File: src/rtl/dbd_zone_stat_unit_if.sv
// Pixel-in / zone-statistic-out bundle for the dimming zone statistics unit.
// Latency: none, wires only.
// Backpressure: oZoneValid/iZoneReady handshake on the zone stream; the pixel side cannot be stalled.
interface dbd_zone_stat_unit_if;
    logic        iDE;
    logic        iVSYNC;
    logic [23:0] iQE;
    logic        iMode;
    logic        iZoneReady;
    logic        oZoneValid;
    logic [7:0]  oZoneData;
    logic [3:0]  oZoneH;
    logic [3:0]  oZoneV;
    logic        oALG_rst;
    logic        oFrameDone;
    logic        oOverrun;

    // master: pixel source and zone consumer; slave: the statistics unit
    modport master (
        output iDE, iVSYNC, iQE, iMode, iZoneReady,
        input  oZoneValid, oZoneData, oZoneH, oZoneV, oALG_rst, oFrameDone, oOverrun
    );
    modport slave (
        input  iDE, iVSYNC, iQE, iMode, iZoneReady,
        output oZoneValid, oZoneData, oZoneH, oZoneV, oALG_rst, oFrameDone, oOverrun
    );
endinterface

File: src/rtl/dbd_zone_stat_unit.sv
// Zone statistics for backlight dimming: per-zone peak or mean luma, streamed one zone row at a time.
// Latency: first beat of a row is valid two cycles after the DE fall that completes the row.
// Backpressure: beats hold while ready is low; a row completing while readout is busy is dropped and flagged.
module dbd_zone_stat_unit #(
    parameter int H_ZONES     = 8,
    parameter int V_ZONES     = 6,
    parameter int ZONE_W_LOG2 = 7,
    parameter int ZONE_H_LOG2 = 7
) (
    input  logic                iODCK,
    input  logic                iRST,
    dbd_zone_stat_unit_if.slave zs
);
    localparam int SUM_W = 8 + ZONE_W_LOG2 + ZONE_H_LOG2;
    localparam int X_W   = ZONE_W_LOG2 + 5;
    localparam int Y_W   = ZONE_H_LOG2 + 5;
    localparam logic [X_W-1:0] X_LIM = X_W'(H_ZONES << ZONE_W_LOG2);
    localparam logic [Y_W-1:0] Y_LIM = Y_W'(V_ZONES << ZONE_H_LOG2);

    typedef enum logic { WAIT_VS, ACTIVE } cap_state_e;
    typedef enum logic { RD_IDLE, RD_RUN } rd_state_e;

    logic             vs_q, vs_d;
    logic             de_q, de_d;
    cap_state_e       cap_q, cap_d;
    logic [X_W-1:0]   x_q, x_d;
    logic [Y_W-1:0]   y_q, y_d;
    logic             mode_q, mode_d;
    logic             acc_sel_q, acc_sel_d;
    logic [7:0]       max_q [2][H_ZONES];
    logic [7:0]       max_d [2][H_ZONES];
    logic [SUM_W-1:0] sum_q [2][H_ZONES];
    logic [SUM_W-1:0] sum_d [2][H_ZONES];
    logic             start_q, start_d;
    logic [3:0]       row_q, row_d;
    rd_state_e        rd_q, rd_d;
    logic             valid_q, valid_d;
    logic [7:0]       data_q, data_d;
    logic [3:0]       h_q, h_d;
    logic [3:0]       v_q, v_d;
    logic             alg_rst_q, alg_rst_d;
    logic             frame_done_q, frame_done_d;
    logic             overrun_q, overrun_d;

    logic             frame_start, de_rise, de_fall, row_done, rd_busy, xfer, in_win;
    logic [X_W-1:0]   x_cur;
    logic [7:0]       pix_r, pix_g, pix_b, pix_max, pix_mean, pix_luma;
    logic [9:0]       pix_sum;
    logic             rd_bank;
    logic [7:0]       rd_stat [H_ZONES];
    logic [3:0]       nxt_h;
    logic [7:0]       nxt_stat;

    always_comb begin
        frame_start = zs.iVSYNC & ~vs_q;
        de_rise     = zs.iDE & ~de_q;
        de_fall     = ~zs.iDE & de_q;
        x_cur       = de_rise ? '0 : x_q;
        in_win      = (x_cur < X_LIM) && (y_q < Y_LIM);
        row_done    = de_fall && (y_q[ZONE_H_LOG2-1:0] == '1) && (y_q < Y_LIM);
        rd_busy     = (rd_q != RD_IDLE) || start_q;
        xfer        = valid_q & zs.iZoneReady;
        rd_bank     = ~acc_sel_q;
    end

    // mean luma weights green twice; the 10-bit sum cannot overflow
    always_comb begin
        pix_r    = zs.iQE[23:16];
        pix_g    = zs.iQE[15:8];
        pix_b    = zs.iQE[7:0];
        pix_sum  = {2'b00, pix_r} + {1'b0, pix_g, 1'b0} + {2'b00, pix_b};
        pix_mean = 8'(pix_sum >> 2);
        pix_max  = (pix_r > pix_g) ? pix_r : pix_g;
        if (pix_b > pix_max) pix_max = pix_b;
        pix_luma = mode_q ? pix_mean : pix_max;
    end

    always_comb begin
        for (int c = 0; c < H_ZONES; c++) begin
            rd_stat[c] = mode_q ? sum_q[rd_bank][c][SUM_W-1 -: 8] : max_q[rd_bank][c];
        end
        nxt_h    = start_q ? 4'd0 : 4'(h_q + 4'd1);
        nxt_stat = '0;
        for (int c = 0; c < H_ZONES; c++) begin
            if (4'(c) == nxt_h) nxt_stat = rd_stat[c];
        end
    end

    always_comb begin
        vs_d         = zs.iVSYNC;
        de_d         = zs.iDE;
        cap_d        = cap_q;
        x_d          = x_q;
        y_d          = y_q;
        mode_d       = mode_q;
        acc_sel_d    = acc_sel_q;
        max_d        = max_q;
        sum_d        = sum_q;
        start_d      = start_q;
        row_d        = row_q;
        rd_d         = rd_q;
        valid_d      = valid_q;
        data_d       = data_q;
        h_d          = h_q;
        v_d          = v_q;
        alg_rst_d    = 1'b0;
        frame_done_d = 1'b0;
        overrun_d    = overrun_q;

        if (frame_start) begin
            // a new frame discards any partial row and aborts readout
            alg_rst_d = 1'b1;
            cap_d     = ACTIVE;
            x_d       = '0;
            y_d       = '0;
            mode_d    = zs.iMode;
            overrun_d = 1'b0;
            max_d     = '{default: '0};
            sum_d     = '{default: '0};
            start_d   = 1'b0;
            rd_d      = RD_IDLE;
            valid_d   = 1'b0;
        end else begin
            if (cap_q == ACTIVE && zs.iDE) begin
                x_d = (x_cur == '1) ? x_cur : x_cur + 1'b1;
                if (in_win) begin
                    for (int c = 0; c < H_ZONES; c++) begin
                        if (int'(x_cur >> ZONE_W_LOG2) == c) begin
                            if (pix_luma > max_q[acc_sel_q][c]) max_d[acc_sel_q][c] = pix_luma;
                            sum_d[acc_sel_q][c] = sum_q[acc_sel_q][c] + SUM_W'(pix_luma);
                        end
                    end
                end
            end

            if (cap_q == ACTIVE && de_fall) begin
                y_d = (y_q == '1) ? y_q : y_q + 1'b1;
                if (row_done) begin
                    if (!rd_busy) begin
                        acc_sel_d = ~acc_sel_q;
                        for (int c = 0; c < H_ZONES; c++) begin
                            max_d[~acc_sel_q][c] = '0;
                            sum_d[~acc_sel_q][c] = '0;
                        end
                        start_d = 1'b1;
                        row_d   = 4'(y_q >> ZONE_H_LOG2);
                    end else begin
                        for (int c = 0; c < H_ZONES; c++) begin
                            max_d[acc_sel_q][c] = '0;
                            sum_d[acc_sel_q][c] = '0;
                        end
                        overrun_d = 1'b1;
                    end
                    if (int'(y_q >> ZONE_H_LOG2) == V_ZONES - 1) cap_d = WAIT_VS;
                end
            end

            if (start_q) begin
                start_d = 1'b0;
                rd_d    = RD_RUN;
                valid_d = 1'b1;
                h_d     = 4'd0;
                v_d     = row_q;
                data_d  = nxt_stat;
            end else if (rd_q == RD_RUN && xfer) begin
                if (h_q == 4'(H_ZONES - 1)) begin
                    rd_d    = RD_IDLE;
                    valid_d = 1'b0;
                    if (v_q == 4'(V_ZONES - 1)) frame_done_d = 1'b1;
                end else begin
                    h_d    = nxt_h;
                    data_d = nxt_stat;
                end
            end
        end
    end

    always_ff @(posedge iODCK) begin
        if (iRST) begin
            vs_q         <= 1'b0;
            de_q         <= 1'b0;
            cap_q        <= WAIT_VS;
            x_q          <= '0;
            y_q          <= '0;
            mode_q       <= 1'b0;
            acc_sel_q    <= 1'b0;
            max_q        <= '{default: '0};
            sum_q        <= '{default: '0};
            start_q      <= 1'b0;
            row_q        <= '0;
            rd_q         <= RD_IDLE;
            valid_q      <= 1'b0;
            data_q       <= '0;
            h_q          <= '0;
            v_q          <= '0;
            alg_rst_q    <= 1'b0;
            frame_done_q <= 1'b0;
            overrun_q    <= 1'b0;
        end else begin
            vs_q         <= vs_d;
            de_q         <= de_d;
            cap_q        <= cap_d;
            x_q          <= x_d;
            y_q          <= y_d;
            mode_q       <= mode_d;
            acc_sel_q    <= acc_sel_d;
            max_q        <= max_d;
            sum_q        <= sum_d;
            start_q      <= start_d;
            row_q        <= row_d;
            rd_q         <= rd_d;
            valid_q      <= valid_d;
            data_q       <= data_d;
            h_q          <= h_d;
            v_q          <= v_d;
            alg_rst_q    <= alg_rst_d;
            frame_done_q <= frame_done_d;
            overrun_q    <= overrun_d;
        end
    end

    assign zs.oZoneValid = valid_q;
    assign zs.oZoneData  = data_q;
    assign zs.oZoneH     = h_q;
    assign zs.oZoneV     = v_q;
    assign zs.oALG_rst   = alg_rst_q;
    assign zs.oFrameDone = frame_done_q;
    assign zs.oOverrun   = overrun_q;
endmodule
File: src/flat_wrapper.sv
// flat-port wrapper written by rule: the top's interface ports become plain ports
module dbd_zone_stat_unit_flat 
#(
    parameter int H_ZONES     = 8,
    parameter int V_ZONES     = 6,
    parameter int ZONE_W_LOG2 = 7,
    parameter int ZONE_H_LOG2 = 7
)
  (iODCK, iRST, zs_iDE, zs_iVSYNC, zs_iQE, zs_iMode, zs_iZoneReady, zs_oZoneValid, zs_oZoneData, zs_oZoneH, zs_oZoneV, zs_oALG_rst, zs_oFrameDone, zs_oOverrun);
  dbd_zone_stat_unit_if zs_i ();
  input  logic iODCK;
  input  logic iRST;
  input wire logic [$bits(zs_i.iDE)-1:0] zs_iDE;
  input wire logic [$bits(zs_i.iVSYNC)-1:0] zs_iVSYNC;
  input wire logic [$bits(zs_i.iQE)-1:0] zs_iQE;
  input wire logic [$bits(zs_i.iMode)-1:0] zs_iMode;
  input wire logic [$bits(zs_i.iZoneReady)-1:0] zs_iZoneReady;
  output wire logic [$bits(zs_i.oZoneValid)-1:0] zs_oZoneValid;
  output wire logic [$bits(zs_i.oZoneData)-1:0] zs_oZoneData;
  output wire logic [$bits(zs_i.oZoneH)-1:0] zs_oZoneH;
  output wire logic [$bits(zs_i.oZoneV)-1:0] zs_oZoneV;
  output wire logic [$bits(zs_i.oALG_rst)-1:0] zs_oALG_rst;
  output wire logic [$bits(zs_i.oFrameDone)-1:0] zs_oFrameDone;
  output wire logic [$bits(zs_i.oOverrun)-1:0] zs_oOverrun;
  assign zs_i.iDE = zs_iDE;
  assign zs_i.iVSYNC = zs_iVSYNC;
  assign zs_i.iQE = zs_iQE;
  assign zs_i.iMode = zs_iMode;
  assign zs_i.iZoneReady = zs_iZoneReady;
  assign zs_oZoneValid = zs_i.oZoneValid;
  assign zs_oZoneData = zs_i.oZoneData;
  assign zs_oZoneH = zs_i.oZoneH;
  assign zs_oZoneV = zs_i.oZoneV;
  assign zs_oALG_rst = zs_i.oALG_rst;
  assign zs_oFrameDone = zs_i.oFrameDone;
  assign zs_oOverrun = zs_i.oOverrun;
  dbd_zone_stat_unit #(.H_ZONES(H_ZONES), .V_ZONES(V_ZONES), .ZONE_W_LOG2(ZONE_W_LOG2), .ZONE_H_LOG2(ZONE_H_LOG2)) u_core (.iODCK(iODCK), .iRST(iRST), .zs(zs_i));
endmodule
File: config.mk
export PLATFORM = sky130hd
export DESIGN_NAME = dbd_zone_stat_unit_flat
export DESIGN_NICKNAME = d
export VERILOG_FILES = /design/src/rtl/dbd_zone_stat_unit_if.sv /design/src/rtl/dbd_zone_stat_unit.sv /design/src/flat_wrapper.sv
export SDC_FILE = /design/constraint.sdc
export NUM_CORES = 2
export LEC_CHECK = 0
export ABC_CLOCK_PERIOD_IN_PS = 11750
export CAP_MARGIN = 20
export CELL_PAD_IN_SITES_DETAIL_PLACEMENT = 1
export CELL_PAD_IN_SITES_GLOBAL_PLACEMENT = 1
export CORE_MARGIN = 4
export CORE_UTILIZATION = 53
export CTS_BUF_LIST = sky130_fd_sc_hd__clkbuf_16
export DETAILED_ROUTE_END_ITERATION = 10
export PLACE_DENSITY = 0.91
export SLEW_MARGIN = 15
export SYNTH_ARGS = -nofsm -noshare
export SYNTH_HDL_FRONTEND = slang
export SYNTH_SLANG_ARGS = --single-unit
File: constraint.sdc
create_clock -name iODCK -period 11.75 [get_ports iODCK]
set_input_delay 2.35 -clock iODCK [delete_from_list [all_inputs] [get_ports iODCK]]
set_output_delay 2.35 -clock iODCK [all_outputs]
set_load 0.01 [all_outputs]
# Word level (Yosys, flattened, before mapping)
# Cells that the tools add are included.
# Widths: inputs -> output; s select.
# word_totals
in_bits	30
elab_cells	413
out_inout_bits	20
register_bits	534
# op_classes
n_bitwise	81
n_mux	208
eq_ne	21
reduce_logical	26
n_lt_le_gt_ge	16
add_sub_neg	13
# op_table
op	count
$mux 352	35
$and 352x352->352	16
$not 352->352	16
$mux 128	43
$bwmux 352	8
$demux 176 s1	16
$and 128x128->128	16
$not 128->128	16
$mux 176	8
$bwmux 128	8
$demux 64 s1	16
$mux 64	8
$mux 154	2
$mux 132	2
$mux 110	2
$mux 8	24
$add 22x8->22	8
$mux 88	2
$mux 66	2
$mux 56	2
$mux 48	2
$mux 44	2
$gt 8x8->1	10
$mux 40	2
38 further kinds	99

# Logic depth before layout (Yosys ltp)
# logic_depth
word_depth	64
ltp_mapped	32
ltp_nobuf	31

# Worst setup path before layout
# OpenSTA, ideal clock, no wires.
# synth_path
kind	input to register
from	in zs_iQE[9]
to	reg u_core.sum_q[279] in the netlist's numbering
required_ns	11.622
path_buffers	2
setup_slack_ns	2.990
arrival_time_ns	8.632
stages	31
setup_ns	0.128
path_cell_list	inv_1 -> ha_1 -> nor2b_1 -> o211ai_2 -> a21oi_1 -> o21ai_2 -> mux2_2 -> inv_1 -> ha_1 -> a21oi_1 -> o21ai_1 -> a311o_1 -> mux2_2 -> a311oi_1 -> or3_1 -> clkbuf_1 -> clkbuf_1 -> ha_1 -> a21o_1 -> a21oi_1 -> o21bai_1 -> a21oi_1 -> a2111oi_0 -> and4_1 -> a211oi_1 -> a21boi_1 -> o211a_1 -> nand2b_1 -> xnor2_1 -> o21a_1 -> nor2_1
# synth_between
elab_chain_cells	57
word_cells_on_any_way	74
cone_classes	10 x add/sub; 2 x order compare; 46 x mux; 16 x bitwise
# synth_lines
element	line	rtl
start, declared	flat_wrapper.sv:15	input wire logic [$bits(zs_i.iQE)-1:0] zs_iQE;
$gt 8x8->1	dbd_zone_stat_unit.sv:73	pix_max = (pix_r > pix_g) ? pix_r : pix_g;
$mux 8	dbd_zone_stat_unit.sv:73	
$gt 8x8->1	dbd_zone_stat_unit.sv:74	if (pix_b > pix_max) pix_max = pix_b;
$mux 8	dbd_zone_stat_unit.sv:74	
$mux 8 (*)	dbd_zone_stat_unit.sv:75	pix_luma = mode_q ? pix_mean : pix_max;
$add 22x8->22	dbd_zone_stat_unit.sv:130	sum_d[acc_sel_q][c] = sum_q[acc_sel_q][c] + SUM_W'(pix_luma);
$bwmux 352	dbd_zone_stat_unit.sv:130	
$mux 352	dbd_zone_stat_unit.sv:128	if (int'(x_cur >> ZONE_W_LOG2) == c) begin
[... 34 more ...]	n/a	
$mux 352 (*)	dbd_zone_stat_unit.sv:128	
$mux 352 (*)	dbd_zone_stat_unit.sv:126	if (in_win) begin
$mux 352 (*)	dbd_zone_stat_unit.sv:124	if (cap_q == ACTIVE && zs.iDE) begin
$mux 352 (*)	dbd_zone_stat_unit.sv:110	if (frame_start) begin
$and 352x352->352 (no line) (8 in series)	n/a	
$mux 352	dbd_zone_stat_unit.sv:139	if (!rd_busy) begin
$mux 352	dbd_zone_stat_unit.sv:138	if (row_done) begin
$mux 352 (*)	dbd_zone_stat_unit.sv:136	if (cap_q == ACTIVE && de_fall) begin
end signal, assigned	dbd_zone_stat_unit.sv:208	sum_q <= sum_d;
end, declared	dbd_zone_stat_unit.sv:32	logic [SUM_W-1:0] sum_q [2][H_ZONES];
# Mark *: on every way between the ends. The rest lies on a longest branch, timed or not. The select of a mux whose other input is x is not followed.
# A chain may end at the register's enable or synchronous reset.

# Worst setup path after layout
# layout_path
from	in zs_iQE[9]
to	reg u_core.sum_q[107] in the netlist's numbering
# The elaborated chain is that of the path after synthesis.

==> flow_summary.json <==
{
  "cp_max_fo": 9,
  "slowest_stage": "o21ai_2",
  "skew_ns": 0.0192,
  "cts_tree": "yes",
  "antenna_found_initial": 5,
  "drt_iter0_markers": 2898,
  "rsz0062_at_grt": "no",
  "root_buffer": "clkbuf_16",
  "period_needed_ns": 10.20,
  "hold_violations": 0,
  "cts.sinks": 534,
  "yosysTopAreaCell": "dfxtp_1",
  "vias": 30100,
  "synthFlopType": "dfxtp_1",
  "die_area_um2": 63100,
  "chipWidth_um": 251,
  "nFillCells": 6772,
  "synth.avg_cell_area_um2": 8.43,
  "synth_nets": 3882,
  "start_util_pct": 53.9,
  "post_cts_buffers": 0,
  "vias_per_cell": 6.72,
  "post_drt_wl_per_cell_um": 25.9,
  "ys_async_sr_fraction_pct": 0,
  "synth_edf_count": 0,
  "totalWireLength_um": 116000,
  "ios": 50,
  "grt_pass1_vias": 31400,
  "final_util_pct": 58.8,
  "crit_required_ns": 12.23,
  "ys_types": 97,
  "clkLatencyLatePin_ns": 0.65,
  "synth_most_common_cell": "dfxtp_1",
  "syn_area_um2": 31300,
  "yosysTopAreaCellShare_pct": 34.1,
  "ctsHoldBuffers": 0,
  "ant_nets": 0,
  "drive_gt1_share_pct": 9.30,
  "critPathCaptureType": "flop",
  "max-vdd-ir-drop_uv": 143,
  "crit_type": "in -> reg",
  "drv_cap": 0,
  "yosys-top-cells-count": "534 x dfxtp_1, 449 x nor2_1, 447 x nand2_1, 253 x a21oi_1, 163 x mux2i_1",
  "grt_usage_pct": 35.5,
  "dp_hpwl_um": 75800,
  "ys_seq_elements": 534,
  "clockBufferDepth": 3,
  "synthToLayoutAreaGrowth_pct": 9.12,
  "grt_max_degree": 120,
  "cts-htree-levels": 2,
  "grt_pass1_wl_um": 181000,
  "tightest_slew_ns": 1.18,
  "grt_overflow": 0,
  "syn_inst": 3717,
  "port-buffer-count": 49,
  "path_clk_slew_ns": 0.06,
  "max_freq_mhz": 98.1,
  "relSlewSlack_pct": 20.8,
  "critical-path-max-stage-delay_ns": 0.79,
  "cts_repair_resize_count": 0,
  "yosysWarnings": 0,
  "ys_seq_area_share_pct": 34.1,
  "hp-class": "reg -> reg",
  "first_pass_iters": 5,
  "numCtsBuffers": 58,
  "rows": 88,
  "setup_viol": 0,
  "drc": 0,
  "final_nets": 3840,
  "synth_area_leaders": "dfxtp_1 34%, nor2_1 5.4%, nand2_1 5.4%, mux2i_1 5.2%, ha_1 4.8%",
  "tns_ns": 0,
  "core-area_um2": 58100,
  "post-route-period-util_pct": 86.8,
  "cp-start-kind": "input pin",
  "routabilityCongestion": 0.947,
  "critPathMostFrequentCell": "a21oi_1",
  "powerDensity_nw_per_um2": 131,
  "p_leak_nw": 11.8,
  "status": "completed",
  "die_h_um": 251,
  "maxSlewViolCount": 0,
  "cp.arrival_ns": 10.68
}
-- cells in the final DEF, fill, tap and decap left out, types with 10 or more instances in the layout --
cell / count
dfxtp_1: 532
a211oi_1: 81
and3_1: 38
clkdlybuf4s50_1: 49
or3_1: 47
fa_1: 14
nor2_1: 446
nor4_1: 22
clkinv_2: 11
a21o_1: 32
buf_4: 53
a221oi_1: 10
nor3_1: 104
mux2i_1: 163
clkbuf_16: 59
nand4_1: 43
a21oi_1: 252
nor2b_1: 41
xnor2_1: 154
o21ai_0: 137
clkinv_1: 20
o21ai_1: 22
mux2_2: 88
a22oi_1: 17
inv_1: 82
a31o_2: 10
a31oi_1: 29
ha_1: 121
or2_2: 12
nand2b_1: 18
nand3_1: 154
nand2_1: 446
xor2_1: 111
o21bai_1: 10
mux4_2: 61
maj3_1: 13
o211ai_1: 14
and2_1: 18
-- logic make-up (layout without fill, tap and decap cells) --
kind of cell / count (synthesis) / count (layout) / share of synthesized area, %
multiplexers: 316 / 316 / 12.9
AO/OA/AOI/OAI: 734 / 734 / 14.9
buffers and inverters: 282 / 285 / 3.66
adder cells (fa/ha/maj): 148 / 148 / 6.14
AND/OR/NAND/NOR: 1438 / 1438 / 20.9
XOR/XNOR: 265 / 265 / 7.40
other: 0 / 3 / 0
flip-flops: 534 / 534 / 34.1
-- metal layers --
| layer | GRT usage (%) | routed length (µm) | up-vias | share of wire [%] |
|---|---|---|---|---|
| li1 | - | - | 13100 | - |
| met3 | 8.36 | 10300 | 515 | 8.8 |
| met1 | 43.6 | 44900 | 15000 | 39 |
| met4 | 20.3 | 7740 | 2 | 6.6 |
| met5 | 0 | 16 | - | 0.014 |
| met2 | 57.5 | 53500 | 1507 | 46 |
-- critical path: cells and delay by family --
family,cells,cell delay [ns]
xor gates and xnor gates,1,0.21
muxes,3,0.90
adders and majority gates,3,0.89
AOI/OAI and AO/OA,15,4.29
buffers and inverters,3,0.68
and+or+nand+nor,6,1.34
-- flip-flops by register name, indices dropped and copies added (netlist names) --
| name | count |
|---|---|
| u_core.de_q | 1 |
| u_core.vs_q | 1 |
| u_core.zs.oZoneData | 8 |
| u_core.acc_sel_q | 1 |
| u_core.rd_q | 1 |
| u_core.cap_q | 1 |
| u_core.zs.oZoneH | 4 |
| u_core.start_q | 1 |
| u_core.sum_q | 352 |
| u_core.zs.oALG_rst | 1 |
| u_core.x_q | 12 |
| u_core.mode_q | 1 |
| u_core.row_q | 4 |
| u_core.y_q | 12 |
| u_core.max_q | 128 |
| u_core.zs.oZoneV | 4 |
| u_core.zs.oFrameDone | 1 |
| u_core.zs.oOverrun | 1 |
-- metrics by stage --
stage          cell area, µm²  hold WS (ns)  cells  setup slack, ns  power, W
2_1_floorplan           31300         0.428   3717             2.99   0.00240
3_3_place_gp            32400         0.437   4377             1.79   0.00268
3_5_place_dp            32400         0.444   4378             1.48   0.00272
4_1_cts                 34200         0.452   4483             1.82   0.00444
5_1_grt                 34200         0.468   4485             1.19   0.00461
6_report                34200         0.450   4488             1.55   0.00448
-- power breakdown --
| group | internal [W] | total, W | switching [W] |
|---|---|---|---|
| registers | 0.00181 | 0.00182 | 0.00000888 |
| logic | 0.000272 | 0.000916 | 0.000644 |
| clock network | 0.000944 | 0.00174 | 0.000794 |
| total | 0.00303 | 0.00448 | 0.00145 |
-- final timing paths --
kind,startpoint,cells after the start,slack [ns],to
hold / removal,u_core.sum_q[116]$_SDFF_PP0_,2,0.45,u_core.sum_q[116]$_SDFF_PP0_
setup reg to reg,u_core.mode_q$_SDFFE_PP0P_,17,5.32,u_core.sum_q[107]$_SDFF_PP0_
setup / recovery,zs_iQE[9],31,1.55,u_core.sum_q[107]$_SDFF_PP0_
hold reg to reg,u_core.sum_q[116]$_SDFF_PP0_,2,0.45,u_core.sum_q[116]$_SDFF_PP0_
-- area by class of cell --
cell class                      count  area (µm²)  share of cell area, %
Clock buffer                       59        1480                   4.32
Timing Repair Buffer              105         936                   2.74
Multi-Input combinational cell   2901       19600                   57.3
Sequential cell                   534       10700                   31.3
Antenna cell                        3        7.51                 0.0219
Tap cell                          765         957                   2.80
Inverter                           75         284                  0.830
Clock inverter                     46         253                  0.739
Power figures use the tool's default switching activity.
